## src/rtl/rr_sel_arbiter.sv

```systemverilog
// Four-channel round-robin arbiter driving the select lines of a downstream 4:1 mux.
// A grant lasts until done, a drop of the winner's request, or the optional hold timeout.
module rr_sel_arbiter #(
    parameter int unsigned MAX_HOLD = 8
) (
    input  logic       clk,
    input  logic       rst_n,
    input  logic [3:0] req,
    input  logic       done,
    output logic       s0,
    output logic       s1,
    output logic [3:0] gnt,
    output logic       busy
);

    localparam int unsigned HW = (MAX_HOLD == 0) ? 1 : $clog2(MAX_HOLD + 1);
    localparam logic [HW-1:0] HOLD_MAX = HW'(MAX_HOLD);
    // With the timeout disabled the counter simply parks at its top value.
    localparam logic [HW-1:0] HOLD_SAT = (MAX_HOLD == 0) ? {HW{1'b1}} : HOLD_MAX;

    typedef enum logic {
        IDLE  = 1'b0,
        GRANT = 1'b1
    } state_t;

    state_t          state_q, state_d;
    logic [1:0]      sel_q, sel_d;
    logic [3:0]      gnt_q, gnt_d;
    logic            busy_q, busy_d;
    logic [1:0]      ptr_q, ptr_d;
    logic [HW-1:0]   hold_q, hold_d;

    logic            win_found;
    logic [1:0]      win_idx;
    logic [1:0]      cand;
    logic            exit_grant;

    always_ff @(posedge clk or negedge rst_n) begin
        if (!rst_n) begin
            state_q <= IDLE;
            sel_q   <= 2'd0;
            gnt_q   <= 4'd0;
            busy_q  <= 1'b0;
            ptr_q   <= 2'd0;
            hold_q  <= '0;
        end else begin
            state_q <= state_d;
            sel_q   <= sel_d;
            gnt_q   <= gnt_d;
            busy_q  <= busy_d;
            ptr_q   <= ptr_d;
            hold_q  <= hold_d;
        end
    end

    always_comb begin
        state_d    = state_q;
        sel_d      = sel_q;
        gnt_d      = gnt_q;
        busy_d     = busy_q;
        ptr_d      = ptr_q;
        hold_d     = hold_q;
        win_found  = 1'b0;
        win_idx    = ptr_q;
        cand       = 2'd0;

        // Scan starting at ptr; the 2-bit add wraps 3 -> 0 for free.
        for (int i = 0; i < 4; i++) begin
            cand = ptr_q + 2'(i);
            if (!win_found && req[cand]) begin
                win_found = 1'b1;
                win_idx   = cand;
            end
        end

        exit_grant = done || !req[sel_q] || ((MAX_HOLD != 0) && (hold_q == HOLD_MAX));

        case (state_q)
            IDLE: begin
                if (win_found) begin
                    state_d = GRANT;
                    sel_d   = win_idx;
                    gnt_d   = 4'b0001 << win_idx;
                    busy_d  = 1'b1;
                    hold_d  = HW'(1);
                end
            end
            GRANT: begin
                // sel is left untouched on exit so the mux stays on the last winner.
                if (exit_grant) begin
                    state_d = IDLE;
                    gnt_d   = 4'd0;
                    busy_d  = 1'b0;
                    ptr_d   = sel_q + 2'd1;
                    hold_d  = '0;
                end else if (hold_q != HOLD_SAT) begin
                    hold_d = hold_q + HW'(1);
                end
            end
            default: begin
                state_d = IDLE;
            end
        endcase
    end

    assign s0   = sel_q[0];
    assign s1   = sel_q[1];
    assign gnt  = gnt_q;
    assign busy = busy_q;

endmodule

```

## config.mk

```make
export PLATFORM = sky130hd
export DESIGN_NAME = rr_sel_arbiter
export DESIGN_NICKNAME = d
export VERILOG_FILES = /design/src/rtl/rr_sel_arbiter.sv
export SDC_FILE = /design/constraint.sdc
export NUM_CORES = 1
export LEC_CHECK = 0
export ABC_AREA = 1
export CAP_MARGIN = 20
export CORE_MARGIN = 2
export CORE_UTILIZATION = 45
export CTS_CLUSTER_SIZE = 8
export DETAILED_ROUTE_END_ITERATION = 16
export PLACE_DENSITY = 0.63
export SLEW_MARGIN = 20
export SYNTH_ARGS = -nofsm -noshare
export SYNTH_HDL_FRONTEND = slang
export SYNTH_SLANG_ARGS = --single-unit
```

## constraint.sdc

```tcl
create_clock -name clk -period 2.8 [get_ports clk]
set_input_delay 0.42 -clock clk [delete_from_list [all_inputs] [get_ports clk]]
set_output_delay 0.42 -clock clk [all_outputs]
set_load 0.01 [all_outputs]
```

==> results of run 1 <==
[worst reg2reg max path: cells and delay by family, from the launching register on]
kind	cells	cell delay, ns
simple gates	10	0.99
flops	1	0.57
buf+inv	2	0.36
[sequential cells by signal, indices dropped and copies added (netlist names)]
| signal | count |
|---|---|
| hold_q | 4 |
| state_q | 1 |
| busy | 1 |
| sel_q | 2 |
| gnt | 4 |
| ptr_q | 2 |
[where the power goes]
group	internal (mW)	leakage [nW]	switching, mW	total, mW
clock	0.0498	0.0138	0.0607	0.111
sequential	0.278	0.179	0.108	0.386
combinational	0.346	0.470	0.640	0.986
total	0.674	0.663	0.809	1.48
[cells in the final DEF (no fill, tap or decap), drive strengths merged]
cell type	instances
nand4	3
o21ai	6
dfrtp	14
xor2	1
inv	18
clkdlybuf4s50	13
xnor2	1
o21a	1
o22ai	2
clkbuf	3
nand3	21
nor2	7
nand2	79
ha	2
a21oi	4
a31o	1
clkinv	1
[cell type report]
cell class                      instances  area [sq um]
Multi-Input combinational cell        128           643
Fill cell                             238          1000
Clock buffer                            3          22.5
Timing Repair Buffer                   13           130
Tap cell                               28          35.0
Inverter                               19          73.8
Sequential cell                        14           350
[worst paths after layout]
check                                startpoint                    to  slack (ns)  cells past startpoint
min reg2reg                  gnt[1]$_DFFE_PN0P_    gnt[1]$_DFFE_PN0P_        0.48                      2
min in group asynchronous                 rst_n  sel_q[0]$_DFFE_PN0P_        0.54                      1
max reg2reg                ptr_q[0]$_DFFE_PN0P_    gnt[2]$_DFFE_PN0P_        0.79                     12
max in group asynchronous                 rst_n  sel_q[1]$_DFFE_PN0P_        1.85                      1
min                          gnt[1]$_DFFE_PN0P_    gnt[1]$_DFFE_PN0P_        0.48                      2
max                        ptr_q[0]$_DFFE_PN0P_    gnt[2]$_DFFE_PN0P_        0.79                     12
[layer usage]
metal  track usage [%]  vias up
li1                  -      547
met1              25.3      477
met2              35.8       30
met3              3.39        2
met4              6.41        0
met5                 0        -
[logic make-up (layout without fill, tap and decap cells)]
group	Yosys count	count (layout)
compound gates	14	14
xor+xnor	2	2
fa+ha+maj	2	2
buf+inv	22	35
flops	14	14
simple gates	110	110
[metrics by stage]
stage	std cells	hold WS, ns	setup WS, ns	utilization [%]	power [mW]
4_1_cts	205	0.485	0.789	55.7	1.49
2_1_floorplan	164	0.124	1.30	-	1.15
5_1_grt	205	0.498	0.557	55.7	1.66
3_5_place_dp	202	0.466	0.788	54.7	1.37
3_3_place_gp	202	0.465	0.801	54.7	1.36
6_report	205	0.482	0.787	55.7	1.48
==> metrics, run 1 <==
status complete, no violations; P per Cell Area 1180 nW/um^2; met1 wire length between 1000 and 1500 microns; uppermost layer routed met4; setup TNS 0 ns; Chip Width 53.3 microns; # diodes 0; RSZ-0062 raised after global routing no; Distinct cells, synth 25; met3 WL 103 microns; Synth async-reset ratio 100%; crit path max fanout 15; H-tree Lvls 1; fin crit share 71.9%; post-DP HPWL about 1900 microns; post-synthesis mux area share 0%; TritonCTS Buffers 3; count of input and output buffers 13; Worst-Margin Slew 0.645 ns; Avg WL per Cell 12.2 microns; post-synthesis compound-gate area fraction 7.21%; ANT nets after route 0; initial core utilization 48.5%; drt first pass iters 4; Die Y 53.3 microns; clk root buf clkbuf_4; later-pin clock latency in the skew report approximately 0.27 ns; initial antenna violation count 0; CP max-delay cell dfrtp_1; crit path launch type flip-flop; top-count cell post-synth nand2_1; Slew Limit Fails 0; Total GRT Usage between 20 and 25%; Rel. slew slack 56.9%; Adder-Cell Fraction of Synth Area 2.29%; worst hold path type flip-flop to flip-flop; most common library cells after synthesis 69 x nand2_1, 18 x nand3_1, 14 x dfrtp_1; # IOs 14; fraction of layout cells with a size suffix above 1 14.7%; first-pass GRT wire length 4230 microns; cts hold-fix bufs 0; Worst path most repeated cell nand2_1; main area contributors after synthesis dfrtp_1 32%, nand2_1 24%, nand3_1 8.2%; final setup fails 0; Simple-Gate Fraction of Synth Area between 40 and 50%; Vias/cell 5.15; share of the synthesized area in the top cell type 32.0%; setup bufs post-CTS 0; Cell Chain, Critical Path inv_2 > nand2_1 > nand2_1 > nand2_1 > nand2_1 > nand3_1 > inv_2 > nand2_1 > nand3_1 > nand2_1 > nand2_1 > nand2_1; FF+latch count, synth 14; CTS clk-pin slew, worst paths 0.08 ns; Rows 17; Final GP Congestion 0.773; Lkg Pwr approximately 0.66 nW; wire length on met2 1290 microns; drc violations 0; crit path capture type flip-flop; sequential area share after synthesis 32.0%; number of max-cap violations 0; Ys Warns 0; maximum clock rate 0.497 GHz; largest net degree at the start of global routing 16; WL final 2500 microns; Max Root-Sink Buffers 2; CTS tree done; CTS-repair resized insts 0; Final Hold Fails 0; Worst Clk Skew 0.00328 ns; core area around 2300 sq um; cell family with the largest share of critical-path delay simple AND/OR/NAND/NOR gates; Sink Count 14; Buf+Inv Stages, Crit Path 2; Synth Cell Area 1090 sq um; via count 1056; Final nets 188; Post-synth EDFFs 0; Finished Cell Area 1250 sq um; critical path type flip-flop to flip-flop; vias in the first global route 989; drt first-iter violations 35; area share of xor/xnor cells in the synthesized design ~1.6%; syn nets 173; delay of the slowest critical-path stage 0.57 ns; Mean Syn Cell Area 6.67 sq um; largest family of logic cells by synthesized area simple AND/OR/NAND/NOR gates; Area growth syn-to-layout 14.8%; grt ovf 0; Worst EP arrival between 2 and 2.5 ns; area leader, netlist dfrtp_1; Min Clock Period, post-route 2.01 ns; cell area after placement 1230 sq um; post-synthesis cell count about 160; Main synth FF type dfrtp_1; critical path required time around 3.0 ns; VDD IR max roughly 0.0006 V; Die Area 2840 sq um
Power figures use the tool's default switching activity.
==> inputs of run 2 (changes only) <==
==> constraint.sdc (replaced) <==
create_clock -name clk -period 1.95 [get_ports clk]
set_input_delay 0.2925 -clock clk [delete_from_list [all_inputs] [get_ports clk]]
set_output_delay 0.2925 -clock clk [all_outputs]
set_load 0.01 [all_outputs]
==> run 2 against run 1 <==
Compared with the run above: final area grew 2.0%; critical path depth stayed put; total power up 48%; die area is the same; largest cell class unchanged; register-to-register slack worse by 0.60 ns; core utilization up 1.1 points; via count hardly changed; flip-flop and latch count unchanged; critical endpoint unchanged; sequential power is 39% higher; highest routed layer unchanged; worst setup slack worse by 0.60 ns.
==> metrics, run 2 (synthesis results as in run 1) <==
# diodes 0; Max Root-Sink Buffers 2; core area around 2300 sq um; delay of the slowest critical-path stage 0.49 ns; drt first-iter violations 42; grt ovf 0; setup TNS 0 ns; later-pin clock latency in the skew report 0.29 ns; Chip Width 53.3 microns; Rows 17; critical path required time 2.13 ns; WL final 2400 microns; Lkg Pwr 0.674 nW; Reg-to-Reg End gnt[2]$_DFFE_PN0P_; R2R depth 12; fin crit share 90.2%; Sink Count 14; number of max-cap violations 0; Worst Clk Skew 0.00459 ns; worst r2r src ptr_q[0]$_DFFE_PN0P_; Final GP Congestion 0.788; Area growth syn-to-layout 17.0%; commonest non-fill, non-tap cell in the layout nand2_1; Die Y ~53 microns; Worst-Margin Slew 0.611 ns; clk root buf clkbuf_4; commonest cells after routing, fill and taps aside 69 x nand2_1, 18 x nand3_1, 13 x dfrtp_1, 13 x clkdlybuf4s50_1, 12 x inv_1; crit path launch type flip-flop; status complete, no violations; P per Cell Area 1720 nW/um^2; Total GRT Usage about a fifth; initial antenna violation count 0; Vias/cell 5.10; Reg area 352 sq um; post-DP HPWL 1900 microns; Avg WL per Cell around 12 microns; CTS clk-pin slew, worst paths 0.09 ns; Critical Path Start ptr_q[0]$_DFFE_PN0P_; Fill cells 233; largest net degree at the start of global routing 15; Rel. slew slack 59.1%; maximum clock rate 0.569 GHz; VDD IR max 0.000879 V; crit path capture type flip-flop; area of the multi-input gates 643 sq um; total power 2.20 mW; first-pass GRT wire length 4200 microns; fraction of layout cells with a size suffix above 1 about 16%; Cell Chain, Critical Path inv_4 > nand2_1 > nand2_1 > nand2_1 > nand2_1 > nand3_1 > inv_2 > nand2_1 > nand3_1 > nand2_1 > nand2_1 > nand2_1; Worst path most repeated cell nand2_1; via count 1055; drt first pass iters 4; count of input and output buffers 13; RSZ-0062 raised after global routing no; vias in the first global route 950; crit path max fanout 13; final setup fails 0; Slew Limit Fails 0; # IOs 14; Worst EP arrival approximately 1.9 ns; Min Clock Period, post-route roughly 1.8 ns; Final nets 189; cts hold-fix bufs 0; CP max-delay cell dfrtp_1; ANT nets after route 0; Die Area 2840 sq um; worst setup path endpoint gnt[2]$_DFFE_PN0P_; worst hold path type input port to asynchronous set/reset pin; CTS tree done; initial core utilization 48.5%; Reg2Reg Setup Slack around 0.19 ns; Final Hold Fails 0; critical path type flip-flop to flip-flop; TritonCTS Buffers 3; H-tree Lvls 1; drc violations 0
==> run 2: changes by cell type in the layout (fill, tap and decap cells not counted) <==
| cell | before | now |
|---|---|---|
| inv_4 | 1 | 2 |
| dfrtp_1 | 14 | 13 |
| clkbuf_8 | 0 | 1 |
| buf_4 | 0 | 1 |
| dfrtp_2 | 0 | 1 |
| inv_2 | 5 | 4 |
==> run 2: how the worst min path moves through the flow <==
| stage | from | endpoint | slack, ns | depth (start not counted) |
|---|---|---|---|---|
| global route | rst_n | sel_q[1]$_DFFE_PN0P_ | 0.43 | 1 |
| global placement | gnt[3]$_DFFE_PN0P_ | gnt[3]$_DFFE_PN0P_ | 0.47 | 2 |
| CTS | rst_n | ptr_q[1]$_DFFE_PN0P_ | 0.40 | 1 |
| detailed placement | gnt[2]$_DFFE_PN0P_ | gnt[2]$_DFFE_PN0P_ | 0.47 | 2 |
| floorplan | rst_n | busy$_DFFE_PN0P_ | -0.003 | 0 |
| finish | rst_n | hold_q[2]$_DFFE_PN0P_ | 0.38 | 1 |
==> run 2: critical path: cells and delay by family, from the launching register on <==
kind	cells	cell delay, ns
simple gates	10	0.91
flops	1	0.49
buf+inv	2	0.25
==> run 2: cell type report <==
cell class | count | share of cell area [%]
clock buffer | 4 | 2.83
inverter | 19 | 5.96
multi-input combinational | 128 | 50.2
sequential | 14 | 27.5
tap | 28 | 2.74
timing repair buffer | 14 | 10.8
==> run 2: repair_timing <==
action,in CTS,in global routing
setup endpoints to repair,0,5
buffers inserted,0,0
gates resized for setup,0,2
==> run 2: through the flow <==
step / setup WS, ns / cell area [sq um] / hold slack, ns / util, % / instances
after floorplan: 0.451 / 1090 / -0.00309 / - / 164
after global placement: 0.0454 / 1240 / 0.467 / 55.0 / 203
after detailed placement: 0.0878 / 1240 / 0.471 / 55.0 / 203
after CTS: 0.150 / 1280 / 0.405 / 56.6 / 207
after global routing: 0.0279 / 1280 / 0.430 / 56.8 / 207
final: 0.192 / 1280 / 0.384 / 56.8 / 207
==> run 2: power breakdown <==
part / switching (mW) / total, mW / internal (mW)
clock: 0.0977 / 0.211 / 0.114
combinational: 0.939 / 1.45 / 0.514
sequential: 0.135 / 0.536 / 0.401
total: 1.17 / 2.20 / 1.03
==> run 2: metal layers <==
metal	GRT usage [%]	part of all wire, %
met5	0	0
met4	8.97	1.8
met3	0.847	1.5
met2	33.7	49
met1	26.8	47
